$ cat config.mk
export PLATFORM = sky130hd
export DESIGN_NAME = wb_port_arbiter
export DESIGN_NICKNAME = d
export VERILOG_FILES = /design/src/rtl/wb_pkg.sv /design/src/rtl/wb_lu_fifo.sv /design/src/rtl/wb_port_arbiter.sv
export SDC_FILE = /design/constraint.sdc
export NUM_CORES = 1
export LEC_CHECK = 0
export ABC_AREA = 1
export CORE_MARGIN = 2
export CORE_UTILIZATION = 41
export DETAILED_ROUTE_END_ITERATION = 10
export GPL_TIMING_DRIVEN = 0
export PLACE_DENSITY = 0.78
export SETUP_SLACK_MARGIN = 0.3
export SKIP_CTS_REPAIR_TIMING = 1
export SYNTH_ARGS = -nofsm -noshare
export SYNTH_HDL_FRONTEND = slang
export SYNTH_SLANG_ARGS = --single-unit
$ cat constraint.sdc
create_clock -name clock -period 3.1 [get_ports clock]
set_input_delay 0.93 -clock clock [delete_from_list [all_inputs] [get_ports clock]]
set_output_delay 0.93 -clock clock [all_outputs]
set_load 0.02 [all_outputs]
$ cat src/rtl/wb_pkg.sv
// wb_pkg: shared widths, arbiter state encoding and buffered-result entry type.
package wb_pkg;
   localparam int XLEN = 32;
   localparam int REG_ADDR_W = 5;
   typedef enum logic [1:0] {IDLE, PENDING, STARVED} arb_state_t;
   typedef struct packed {
      logic [REG_ADDR_W-1:0] rd;
      logic [XLEN-1:0] data;
   } lu_entry_t;
endpackage

$ cat src/rtl/wb_lu_fifo.sv
// wb_lu_fifo: small synchronous FIFO holding long-latency results until a free write-port slot.
module wb_lu_fifo
   import wb_pkg::*;
#(
   parameter int DEPTH = 2
) (
   input  logic clock,
   input  logic reset,
   input  logic push,
   input  logic pop,
   input  logic [REG_ADDR_W-1:0] push_rd,
   input  logic [XLEN-1:0] push_data,
   output logic [REG_ADDR_W-1:0] head_rd,
   output logic [XLEN-1:0] head_data,
   output logic [$clog2(DEPTH):0] count,
   output logic full,
   output logic empty
);
   localparam int AW = $clog2(DEPTH);
   lu_entry_t mem [DEPTH];
   logic [AW-1:0] wr_ptr, rd_ptr;
   assign head_rd = mem[rd_ptr].rd;
   assign head_data = mem[rd_ptr].data;
   assign full = count == (AW+1)'(DEPTH);
   assign empty = count == '0;
   // Pointers wrap naturally because DEPTH is a power of two.
   always_ff @(posedge clock) begin
      if (reset) begin
         wr_ptr <= '0;
         rd_ptr <= '0;
         count <= '0;
      end else begin
         if (push) begin
            mem[wr_ptr] <= '{rd: push_rd, data: push_data};
            wr_ptr <= wr_ptr + 1'b1;
         end
         if (pop) rd_ptr <= rd_ptr + 1'b1;
         count <= count + (AW+1)'(push) - (AW+1)'(pop);
      end
   end
endmodule

$ cat src/rtl/wb_port_arbiter.sv
// wb_port_arbiter: shares the register-file write port between WB (always wins, zero latency)
// and buffered long-latency results, requesting a stall when those are starved too long.
module wb_port_arbiter
   import wb_pkg::*;
#(
   parameter int DEPTH = 2,
   parameter int STARVE_LIMIT = 4
) (
   input  logic clock,
   input  logic reset,
   input  logic wb_reg_write_in,
   input  logic [REG_ADDR_W-1:0] wb_rd_in,
   input  logic [XLEN-1:0] wb_data_in,
   input  logic lu_valid,
   input  logic [REG_ADDR_W-1:0] lu_rd,
   input  logic [XLEN-1:0] lu_data,
   output logic lu_ready,
   output logic rf_write_out,
   output logic [REG_ADDR_W-1:0] rf_rd_out,
   output logic [XLEN-1:0] rf_data_out,
   output logic stall_req,
   output logic lu_pending,
   output logic [REG_ADDR_W-1:0] lu_pend_rd
);
   localparam int AW = $clog2(DEPTH);
   logic wb_active, grant, push, full, empty;
   logic [AW:0] count;
   logic [REG_ADDR_W-1:0] head_rd;
   logic [XLEN-1:0] head_data;
   arb_state_t state;
   logic [3:0] starve_cnt;
   wb_lu_fifo #(.DEPTH(DEPTH)) u_fifo (
      .clock(clock),
      .reset(reset),
      .push(push),
      .pop(grant),
      .push_rd(lu_rd),
      .push_data(lu_data),
      .head_rd(head_rd),
      .head_data(head_data),
      .count(count),
      .full(full),
      .empty(empty)
   );
   assign wb_active = wb_reg_write_in && wb_rd_in != '0;
   // Grant is blocked during reset so buffered data being discarded never reaches the port.
   assign grant = !reset && !wb_active && !empty;
   assign lu_ready = !reset && !full;
   assign push = lu_valid && lu_ready && lu_rd != '0;
   assign rf_write_out = wb_active || grant;
   assign rf_rd_out = wb_active ? wb_rd_in : grant ? head_rd : '0;
   assign rf_data_out = wb_active ? wb_data_in : grant ? head_data : '0;
   assign lu_pending = !empty;
   assign lu_pend_rd = empty ? '0 : head_rd;
   assign stall_req = state == STARVED;
   // A grant pops one entry; the FIFO stays non-empty if it held more or is refilled this edge.
   always_ff @(posedge clock) begin
      if (reset) begin
         state <= IDLE;
         starve_cnt <= '0;
      end else begin
         case (state)
            IDLE: if (push) state <= PENDING;
            PENDING, STARVED:
               if (grant) begin
                  starve_cnt <= '0;
                  state <= (count > (AW+1)'(1) || push) ? PENDING : IDLE;
               end else if (state == PENDING) begin
                  starve_cnt <= starve_cnt + 4'd1;
                  if (starve_cnt + 4'd1 == 4'(STARVE_LIMIT)) state <= STARVED;
               end
            default: state <= IDLE;
         endcase
      end
   end
endmodule

==> key figures <==
Power and ir drop
  – P_leak: 2.43 nW
  – Power Density: between 400 and 500 nW/um^2
  – Net Sw Frac: 0.254
  – Seq pwr share: 0.463
  – Logic pwr share: 0.222
  – Sw power: just over 0.7 mW
  – Clock power share: 0.314
  – Max VDD drop: between 0.0002 and 0.00025 V
  – Pint: 2.12 mW

Routing
  – Metal-1 WL: approximately 4.2 mm
  – DRT Pass-1 Iters: 4
  – Antenna Nets Post-Route: 0
  – Top routing layer used: met4
  – WL final: 10.7 mm
  – Vias: 3,192
  – DR iter-0 viols: about 130
  – Vias per cell: 5.29
  – Wire length on met3: 530 um
  – DRC: 0
  – WL per Instance: 17.8 um
  – Met2 routed WL: 5.77 mm

Global route
  – First-pass GRT wire length: approximately 15 mm
  – Pin count of the biggest net entering global routing: 22
  – Initial antenna violation count: 0
  – Vias in the first global route: 3,076
  – Total congestion overflow: 0
  – Gr usage total: 0.190

STA
  – Final Cycle Share: 1.01
  – Final number of hold-violating endpoints: 0
  – Worst slew margin: 0.553
  – Fmax: 0.318 GHz
  – Worst-margin pin slew: 669 ps
  – Setup slack after layout: -41.0 ps
  – Finish-stage setup viols: 13
  – Fin. max-slew vios: 0
  – Final Critical Period: 3140 ps
  – Worst clock skew: 10.5 ps
  – RSZ-0062 raised after global routing: yes

Clock tree
  – Clock sinks: 85
  – Reg clk slew, reported paths: 80 ps
  – H-tree depth: 3
  – Worst-skew pair later-pin latency: between 300 and 400 ps
  – CTS max path bufs: 2
  – Root Buffer: clkbuf_8
  – Clock buffer count from CTS: 9
  – CTS tree: yes

Layout
  – Share of layout cells above drive strength 1: 0.297
  – Inserted Diodes: 0
  – Nets: 575
  – Area grow syn2layout: 67.0%
  – Post-layout util: 0.712

Min path
  – Hold Crit Start: starve_cnt[3]$_SDFFE_PP0P_
  – Min-Delay Path Class: reg2reg
  – Number of cells on the worst hold path: 2
  – Endpoint, Worst Hold: starve_cnt[3]$_SDFFE_PP0P_

Critical path
  – R2R Path Start: u_fifo.count[0]$_SDFF_PP0_
  – R2R Setup Slk: 1210 ps
  – R2R depth: 7
  – CP startpoint kind: input pin
  – Crit Path Max Fanout: 5
  – Terminus of the critical flop-to-flop path: u_fifo.mem[1][21]$_DFFE_PP_
  – WP data required: 2170 ps
  – Element type at the critical path end: output port
  – WS Path Type: in2out
  – Worst path arrival time: ~2200 ps

Die
  – Die H: 99.7 um
  – Die area: 9940 um^2
  – Die width: 99.7 um
  – Core ar.: 8810 um^2
  – IO Count: 124
  – # rows: 34
  – Starting Density: 0.426

Synth
  – Post-synthesis register bit count: between 80 and 90
  – Ranking of synthesized cells by area: edfxtp_1 59%, nor2_1 7.7%, o31ai_1 6.4%, dfxtp_1 5.9%, nand3_1 5.2%
  – Synth cell types: 25
  – Post-Synthesis Cells: 336
  – Synthesized area: 3750 um^2
  – Number of synthesized flops with an enable pin: 74
  – Async set-reset flop share out of synthesis: 0
  – Area leader, netlist: edfxtp_1
  – Ys flop type: edfxtp_1
  – Synth warn: 0
  – Top post-synthesis cells by count: 77 x nor2_1, 74 x edfxtp_1, 39 x nand3_1
  – Synthesized area per cell: 11.2 um^2
  – Syn nets: ~420
  – Sequential share of the synthesized area: 0.650
  – Most frequent cell after synthesis: nor2_1
  – Top cell type's share of synthesized area: 0.592

Status
  – Failing checks: setup timing
  – Outcome: finished with violations

Place
  – Final GP Congestion: 0.843
  – DP HPWL: 6.68 mm
  – IO Port Bufs: 122
  – Setup WS pre-CTS: -998 ps

Run
  – Max_cap viols: 0
## power groups by stage
stage / clock network, mW / registers (mW) / logic (mW)
floorplan: 0 / 1.34 / 0.251
global placement: 0 / 1.34 / 0.482
detailed placement: 0 / 1.34 / 0.504
CTS: 0.913 / 1.32 / 0.506
global route: 0.963 / 1.32 / 0.684
finish: 0.894 / 1.32 / 0.633
## metal layers
metal  vias to the layer above  track usage
met5                         -            0
li1                       1506            -
met4                         0       0.0685
met3                        16       0.0295
met2                       119        0.338
met1                      1551        0.234
## cells by family after synthesis
family	count (synthesis)	synth area share
buffers and inverters	38	0.0400
flip-flops	85	0.650
adder cells (fa/ha/maj)	7	0.0233
XOR/XNOR	2	0.00467
multiplexers	5	0.0133
AO/OA/AOI/OAI	51	0.0916
AND/OR/NAND/NOR	148	0.177
## area by class of cell
type,instances,area [um^2]
plain buffers,18,139
clock buffers,11,131
clock inverters,5,98.8
fillers,603,2530
inverters,20,77.6
multi-input cells,215,1720
flip-flops and latches,85,2440
well taps,108,135
repair buffers,141,1520
## critical path: stages
cell and delay (ps):
buf_6 100, nor2_4 160, nand3_4 120, nand2_4 110, nand3_4 160, clkbuf_16 230, o31ai_4 250, buf_6 150
## state kept, by name, summed over array words and instances, names as in the netlist, named ones only
signal / cells
u_fifo.mem: 74
starve_cnt: 4
state: 2
u_fifo.count: 2
u_fifo.rd_ptr: 1
u_fifo.wr_ptr: 1
## worst max path at each step
stage	slack, ps	end	start
after floorplan	80	rf_data_out[10]	wb_rd_in[2]
after global placement	-990	rf_data_out[0]	wb_rd_in[2]
after detailed placement	-1000	rf_data_out[0]	wb_rd_in[2]
after CTS	-1000	rf_data_out[0]	wb_rd_in[2]
after global routing	-100	rf_data_out[7]	wb_rd_in[1]
final	-40	rf_data_out[10]	wb_rd_in[1]
## layout by cell type, fill, tap and decap left out, types with 4 or more instances in the layout
cell type / instances
nor2_4: 4
nor2_1: 75
inv_2: 4
a21oi_1: 6
nand2_1: 21
dfxtp_1: 11
clkbuf_8: 9
clkbuf_2: 4
clkbuf_16: 4
buf_6: 37
buf_2: 4
clkdlybuf4s50_1: 74
nand3_1: 39
edfxtp_1: 74
ha_1: 7
clkbuf_1: 8
o21ai_0: 5
o31ai_2: 4
inv_1: 15
o31ai_4: 28
dlymetal6s2s_1: 6
buf_4: 17
## stage by stage
step / hold slack (ps) / std cells / power, mW / setup TNS [ps] / cell area [um^2]
after floorplan: 450 / 336 / 1.59 / 0 / 3760
after global placement: 469 / 566 / 1.82 / -95050 / 5120
after detailed placement: 484 / 568 / 1.85 / -34130 / 5190
after CTS: 496 / 584 / 2.74 / -33710 / 5420
after global routing: 517 / 603 / 2.97 / -1400 / 6270
final: 498 / 603 / 2.85 / -225 / 6270
(Power assumes the default switching activity.)
